$ cat config.mk
export PLATFORM = sky130hd
export DESIGN_NAME = tx_fifo_arbiter_flat
export DESIGN_NICKNAME = d
export VERILOG_FILES = /design/src/rtl/host_link_pkg.sv /design/src/rtl/tx_fifo_arbiter_if.sv /design/src/rtl/rr_pick.sv /design/src/rtl/tx_fifo_arbiter.sv /design/src/flat_wrapper.sv
export SDC_FILE = /design/constraint.sdc
export NUM_CORES = 1
export LEC_CHECK = 0
export CORE_MARGIN = 1.5
export CORE_UTILIZATION = 40
export CTS_CLUSTER_DIAMETER = 150
export DETAILED_ROUTE_END_ITERATION = 10
export GPL_ROUTABILITY_DRIVEN = 0
export MAX_ROUTING_LAYER = met4
export PLACE_DENSITY = 0.71
export RECOVER_POWER = 25
export SLEW_MARGIN = 25
export SYNTH_ARGS = -nofsm -noshare
export SYNTH_HDL_FRONTEND = slang
export SYNTH_HIERARCHICAL = 1
export SYNTH_SLANG_ARGS = --single-unit
$ cat constraint.sdc
create_clock -name clk -period 5.84 [get_ports clk]
set_input_delay 0.584 -clock clk [delete_from_list [all_inputs] [get_ports clk]]
set_output_delay 0.584 -clock clk [all_outputs]
set_load 0.05 [all_outputs]
$ cat src/rtl/host_link_pkg.sv
// Shared definitions for the host link: arbiter states, requester lane
// numbering and the host-side stall limit.
package host_link_pkg;

    typedef enum logic [1:0] {
        ST_IDLE  = 2'd0,
        ST_XFER  = 2'd1,
        ST_ABORT = 2'd2
    } arb_state_t;

    localparam int REQ_PROTOCOL = 0;
    localparam int REQ_MEAS     = 1;
    localparam int REQ_STATUS   = 2;

    // Also the protocol FSM's max-wait, so both give up on the host together.
    localparam int HOST_TIMEOUT_CYCLES = 2500000;

    function automatic int wrap_idx(input int base, input int off, input int n);
        return (base + off) % n;
    endfunction

endpackage

$ cat src/rtl/tx_fifo_arbiter_if.sv
// Requester byte lanes plus the host write-FIFO port of the arbiter.
// Lane i handshake: a byte moves on every cycle where req_valid[i] and
// req_ready[i] are both high; req_valid may drop at any time, req_ready is
// combinational and only ever high for the granted lane.
interface tx_fifo_arbiter_if #(
    parameter int N_REQ = 3
);
    logic [N_REQ-1:0]   req_valid;
    logic [8*N_REQ-1:0] req_data;
    logic [N_REQ-1:0]   req_last;
    logic [N_REQ-1:0]   req_ready;
    logic               wr_full;
    logic               wr_en;
    logic [7:0]         wr_data;
    logic [N_REQ-1:0]   grant;
    logic               busy;
    logic [N_REQ-1:0]   abort;

    modport master (
        input  req_valid, req_data, req_last, wr_full,
        output req_ready, wr_en, wr_data, grant, busy, abort
    );

    modport slave (
        output req_valid, req_data, req_last, wr_full,
        input  req_ready, wr_en, wr_data, grant, busy, abort
    );
endinterface

$ cat src/rtl/rr_pick.sv
// Combinational round-robin picker: first set request at or after i_ptr,
// wrapping around, reported both as one-hot and as an index.
module rr_pick
    import host_link_pkg::*;
#(
    parameter int N_REQ = 3,
    parameter int IDX_W = 2
) (
    input  logic [N_REQ-1:0] i_req,
    input  logic [IDX_W-1:0] i_ptr,
    output logic [N_REQ-1:0] o_onehot,
    output logic [IDX_W-1:0] o_idx,
    output logic             o_valid
);

    always_comb begin
        o_onehot = '0;
        o_idx    = '0;
        o_valid  = 1'b0;
        for (int i = 0; i < N_REQ; i++) begin
            if (!o_valid && i_req[wrap_idx(int'(i_ptr), i, N_REQ)]) begin
                o_valid = 1'b1;
                o_idx   = IDX_W'(wrap_idx(int'(i_ptr), i, N_REQ));
                o_onehot[wrap_idx(int'(i_ptr), i, N_REQ)] = 1'b1;
            end
        end
    end

endmodule

$ cat src/rtl/tx_fifo_arbiter.sv
// Packet-locked round-robin arbiter sharing the host write FIFO between
// byte-stream requesters, with a per-packet stall timeout.
module tx_fifo_arbiter
    import host_link_pkg::*;
#(
    parameter int N_REQ          = 3,
    parameter int TIMEOUT_CYCLES = HOST_TIMEOUT_CYCLES,
    parameter int TIMEOUT_W      = 24
) (
    input  logic              clk,
    input  logic              reset,
    tx_fifo_arbiter_if.master bus,
    output arb_state_t        o_state
);

    localparam int IDX_W = (N_REQ > 1) ? $clog2(N_REQ) : 1;
    localparam logic [TIMEOUT_W-1:0] STALL_LAST = TIMEOUT_W'(TIMEOUT_CYCLES - 1);
    localparam logic [TIMEOUT_W-1:0] STALL_MAX  = '1;

    arb_state_t           r_state;
    arb_state_t           w_next_state;
    logic [N_REQ-1:0]     r_grant;
    logic [N_REQ-1:0]     r_abort;
    logic [IDX_W-1:0]     r_owner;
    logic [IDX_W-1:0]     r_rr_ptr;
    logic                 r_busy;
    logic                 r_wr_en;
    logic [7:0]           r_wr_data;
    logic [TIMEOUT_W-1:0] r_stall;

    logic [N_REQ-1:0]     w_pick_onehot;
    logic [IDX_W-1:0]     w_pick_idx;
    logic                 w_pick_valid;
    logic [IDX_W-1:0]     w_next_ptr;
    logic [7:0]           w_owner_data;
    logic                 w_owner_last;
    logic                 w_accept;
    logic                 w_stall_hit;

    rr_pick #(
        .N_REQ (N_REQ),
        .IDX_W (IDX_W)
    ) u_rr_pick (
        .i_req    (bus.req_valid),
        .i_ptr    (r_rr_ptr),
        .o_onehot (w_pick_onehot),
        .o_idx    (w_pick_idx),
        .o_valid  (w_pick_valid)
    );

    assign w_owner_data = bus.req_data[8*int'(r_owner) +: 8];
    assign w_owner_last = bus.req_last[r_owner];
    assign w_next_ptr   = IDX_W'(wrap_idx(int'(r_owner), 1, N_REQ));

    // !r_wr_en gives the FIFO one cycle to reflect the previous write in wr_full.
    assign w_accept    = (r_state == ST_XFER) && bus.req_valid[r_owner]
                         && !bus.wr_full && !r_wr_en;
    assign w_stall_hit = (r_state == ST_XFER) && !w_accept && (r_stall == STALL_LAST);

    assign bus.req_ready = w_accept ? r_grant : '0;
    assign bus.wr_en     = r_wr_en;
    assign bus.wr_data   = r_wr_data;
    assign bus.grant     = r_grant;
    assign bus.busy      = r_busy;
    assign bus.abort     = r_abort;
    assign o_state       = r_state;

    always_ff @(posedge clk or posedge reset) begin
        if (reset) r_state <= ST_IDLE;
        else       r_state <= w_next_state;
    end

    always_comb begin
        w_next_state = r_state;
        case (r_state)
            ST_IDLE:  if (w_pick_valid) w_next_state = ST_XFER;
            ST_XFER: begin
                if (w_accept && w_owner_last) w_next_state = ST_IDLE;
                else if (w_stall_hit)         w_next_state = ST_ABORT;
            end
            ST_ABORT: w_next_state = ST_IDLE;
            default:  w_next_state = ST_IDLE;
        endcase
    end

    always_ff @(posedge clk or posedge reset) begin
        if (reset) begin
            r_grant   <= '0;
            r_abort   <= '0;
            r_owner   <= '0;
            r_rr_ptr  <= '0;
            r_busy    <= 1'b0;
            r_wr_en   <= 1'b0;
            r_wr_data <= 8'h00;
            r_stall   <= '0;
        end else begin
            r_wr_en <= w_accept;
            r_abort <= '0;
            if (w_accept) r_wr_data <= w_owner_data;
            case (r_state)
                ST_IDLE: begin
                    if (w_pick_valid) begin
                        r_grant <= w_pick_onehot;
                        r_owner <= w_pick_idx;
                        r_busy  <= 1'b1;
                        r_stall <= '0;
                    end
                end
                ST_XFER: begin
                    if (w_accept) begin
                        r_stall <= '0;
                        if (w_owner_last) begin
                            r_grant  <= '0;
                            r_busy   <= 1'b0;
                            r_rr_ptr <= w_next_ptr;
                        end
                    end else begin
                        if (r_stall != STALL_MAX) r_stall <= r_stall + 1'b1;
                        if (w_stall_hit)          r_abort <= r_grant;
                    end
                end
                ST_ABORT: begin
                    r_grant  <= '0;
                    r_busy   <= 1'b0;
                    r_rr_ptr <= w_next_ptr;
                    r_stall  <= '0;
                end
                default: begin
                    r_grant <= '0;
                    r_busy  <= 1'b0;
                end
            endcase
        end
    end

endmodule

$ cat src/flat_wrapper.sv
// flat-port wrapper written by rule: the top's interface ports become plain ports
module tx_fifo_arbiter_flat import host_link_pkg::*;
#(
    parameter int N_REQ          = 3,
    parameter int TIMEOUT_CYCLES = HOST_TIMEOUT_CYCLES,
    parameter int TIMEOUT_W      = 24
)
  (clk, reset, o_state, bus_req_valid, bus_req_data, bus_req_last, bus_wr_full, bus_req_ready, bus_wr_en, bus_wr_data, bus_grant, bus_busy, bus_abort);
  tx_fifo_arbiter_if #(.N_REQ(N_REQ)) bus_i ();
  input  logic clk;
  input  logic reset;
  output arb_state_t o_state;
  input wire logic [$bits(bus_i.req_valid)-1:0] bus_req_valid;
  input wire logic [$bits(bus_i.req_data)-1:0] bus_req_data;
  input wire logic [$bits(bus_i.req_last)-1:0] bus_req_last;
  input wire logic [$bits(bus_i.wr_full)-1:0] bus_wr_full;
  output wire logic [$bits(bus_i.req_ready)-1:0] bus_req_ready;
  output wire logic [$bits(bus_i.wr_en)-1:0] bus_wr_en;
  output wire logic [$bits(bus_i.wr_data)-1:0] bus_wr_data;
  output wire logic [$bits(bus_i.grant)-1:0] bus_grant;
  output wire logic [$bits(bus_i.busy)-1:0] bus_busy;
  output wire logic [$bits(bus_i.abort)-1:0] bus_abort;
  assign bus_i.req_valid = bus_req_valid;
  assign bus_i.req_data = bus_req_data;
  assign bus_i.req_last = bus_req_last;
  assign bus_i.wr_full = bus_wr_full;
  assign bus_req_ready = bus_i.req_ready;
  assign bus_wr_en = bus_i.wr_en;
  assign bus_wr_data = bus_i.wr_data;
  assign bus_grant = bus_i.grant;
  assign bus_busy = bus_i.busy;
  assign bus_abort = bus_i.abort;
  tx_fifo_arbiter #(.N_REQ(N_REQ), .TIMEOUT_CYCLES(TIMEOUT_CYCLES), .TIMEOUT_W(TIMEOUT_W)) u_core (.clk(clk), .reset(reset), .bus(bus_i), .o_state(o_state));
endmodule
==> impl_metrics.ini <==
[timing]
tightest_slew_ns = 1.97
finalSetupViolations = 0
layout_min_cycle_time_ns = 4.14
setup_ws_ns = 1.70
slew_headroom_pct = -32.2
timing.fmax_ghz = 0.242
rsz0062_at_grt = no
fin_crit_sh_pct = 70.9
drv_slew = 47
hold_viol_final = 0
final.setup.tns_ns = 0
fin_worst_skew_ns = 0.00869

[cells_and_area]
stdcell_area_um2 = 3730
drive_above_1_share_pct = 9.66
syn2layout_area_growth_pct = 22.2
utilization_pct = 50.8
fin_nets = 421
diodes = 0

[cts]
clk_path_buf_depth = 2
htree_levels = 2
cts.clk_slew.worst_paths_ns = 0.08
cts_root_buf = clkbuf_8
cts_tree = built
insertion_delay_ns = 0.31
postCtsSetupBuffers = 0
numCtsBuffers = 5
numClockSinks = 46
ctsResizeCount = 0
ctsHoldBuffers = 0

[place]
place_area_um2 = 3610
port_buffers = 53
dp_hpwl_um = 5560
dp_slack_ns = 1.68

[setup_path]
worst-setup-path-type = input pin to output pin
end_kind = output pin
startpoint_type = input pin
crit_fanout = 12
worst-endpoint-required_ns = 5.26
reg2reg_depth = 10
worstPathArrival_ns = 3.56

[drt]
initialDrtViolationCount = 207
drc_errors = 0
via_per_inst = 5.91
drt-total-wl_um = 7750
drt_pass1_iterations = 5
ant_nets = 0
wl_per_cell_um = 16.1
num_vias = 2847

[logic_synthesis]
synth_xor_area_share_pct = 0.575
synthMuxAreaShare_pct = 9.52
synthArstFlopShare_pct = 100
ys_seq_elements = 46
yosysWarnings = 6
synth.most_common_cell = dfrtp_1
syn-cell-area_um2 = 3050
synth-edff-count = 0
synth_area_per_cell_um2 = 8.99
synth_compound_area_share_pct = 20.5
synth_area_leaders = dfrtp_1 38%, nand2_1 4.7%, mux2_2 4.4%
synth_cell_types = 64
synthAdderAreaFrac_pct = 2.46
postSynthCellCount = 339
synth-simple-area-share_pct = 23.9
synth_top_cell_by_area = dfrtp_1
syn-num-nets = 378
ys_seq_area_share_pct = 37.8
yosysTopAreaCellShare_pct = 37.8
synth_ff_type = dfrtp_1
synthTopCellsByCount = 46 x dfrtp_1, 38 x nand2_1, 21 x a21oi_1, 20 x nand3_1, 18 x o21ai_0
synth_top_family_by_area = simple AND/OR/NAND/NOR gates

[power]
combPwrFrac_pct = 53.1
seq_power_share_pct = 30.8
vdd_drop_max_mv = 0.164
p_sw_mw = 0.678
clkPwrFrac_pct = 16.1
finalPower_mw = 1.51
cell_internal_pwr_mw = 0.828
p_sw_share_pct = 45.0
power.density_nw_per_um2 = 404
static-leakage-power_nw = 1.49

[run]
maxCapViolations = 1

[status]
violations = max-capacitance violations, max-slew violations
status = finished, violations left

[global_routing]
grt_util_all_layers_pct = 20.0
grt_start_max_net_pins = 47
grt_overflow = 0
grt_pass1_wl_um = 13200
grt_pass1_vias = 2757
antenna_found_initial = 0

[floorplan]
die_width_um = 90.3
io_pins = 54
die-area_um2 = 8150
rows = 31
start_util_pct = 41.6
fp.dieH_um = 90.3
core_area_um2 = 7330

[min_path]
hp-class = register to register
min_path_cells = 1
[cells in the final DEF (no fill, tap or decap), drive strengths merged, types with 2 or more instances in the layout]
cell type	count
dfrtp	46
mux2i	13
o21ai	20
a31o	3
nand3b	2
a31oi	7
nor4	9
ha	6
nand4	8
nor2b	2
and2	9
nand2b	3
a32o	3
or4	8
xnor2	2
nor3	4
clkinvlp	2
and4	4
a21oi	21
a21o	4
nand3	20
nor2	17
clkbuf	6
and3	5
o211ai	7
o22ai	4
inv	15
nand2	38
a41oi	6
clkdlybuf4s50	52
a22o	2
mux2	12
o31ai	3
[cells by family after synthesis]
family / Yosys count
adder cells (fa/ha/maj): 6
XOR/XNOR: 2
multiplexers: 25
AO/OA/AOI/OAI: 93
buffers and inverters: 34
flip-flops: 46
AND/OR/NAND/NOR: 133
[metrics by stage]
stage | instances | hold slack [ns]
finish | 482 | 0.521
global placement | 474 | 0.488
CTS | 482 | 0.518
floorplan | 339 | 0.490
global route | 482 | 0.525
detailed placement | 474 | 0.498
[critical path, cell delays in order]
cell and delay (ns):
clkdlybuf4s50_1 0.66, mux2i_1 0.13, o21ai_1 0.42, nand2_1 0.10, nor2_1 0.65, and2_1 0.22, clkdlybuf4s50_1 0.80
[area by class of cell]
class / count / area [um^2]
fillers: 667 / 3600
inverters: 16 / 61.3
multi-input cells: 259 / 1740
flip-flops and latches: 46 / 1150
clock inverters: 2 / 37.5
repair buffers: 54 / 538
clock buffers: 6 / 72.6
well taps: 99 / 124
[flip-flops by register name, summed over array words and instances (netlist names)]
signal              cells
u_core/bus.wr_en        1
u_core/bus.abort        3
u_core/o_state          2
u_core/bus.wr_data      8
u_core/r_owner          2
u_core/r_rr_ptr         2
u_core/bus.busy         1
u_core/r_stall         24
u_core/bus.grant        3
[path summary, 6_finish.rpt]
| kind | from | endpoint | slack (ns) |
|---|---|---|---|
| worst min register to register | u_core/bus.wr_data[0] | u_core/bus.wr_data[0] | 0.52 |
| min in group asynchronous | reset | u_core/r_stall[23] | 1.24 |
| worst min-delay path | u_core/bus.wr_data[0] | u_core/bus.wr_data[0] | 0.52 |
| max in group asynchronous | reset | u_core/r_owner[0] | 3.71 |
| worst max register to register | u_core/r_rr_ptr[1] | u_core/r_stall[23] | 3.06 |
| worst max-delay path | bus_req_valid[1] | bus_req_ready[0] | 1.70 |
[power groups by stage]
stage | Sequential [mW] | Combinational [mW] | Clock (mW)
finish | 0.465 | 0.800 | 0.242
floorplan | 0.583 | 0.468 | 0
global placement | 0.467 | 0.777 | 0
global route | 0.478 | 0.862 | 0.257
detailed placement | 0.472 | 0.793 | 0
CTS | 0.466 | 0.795 | 0.246
[routing by layer]
layer	share of wire, %	vias to the layer above	wire [um]	track usage, %
li1	-	1357	-	-
met1	45	1347	3470	25.7
met2	45	127	3510	31.8
met3	8.3	16	642	3.96
met4	1.7	0	134	6.48
met5	0	-	0	-
Note: power is estimated with default switching activity, not from simulation.
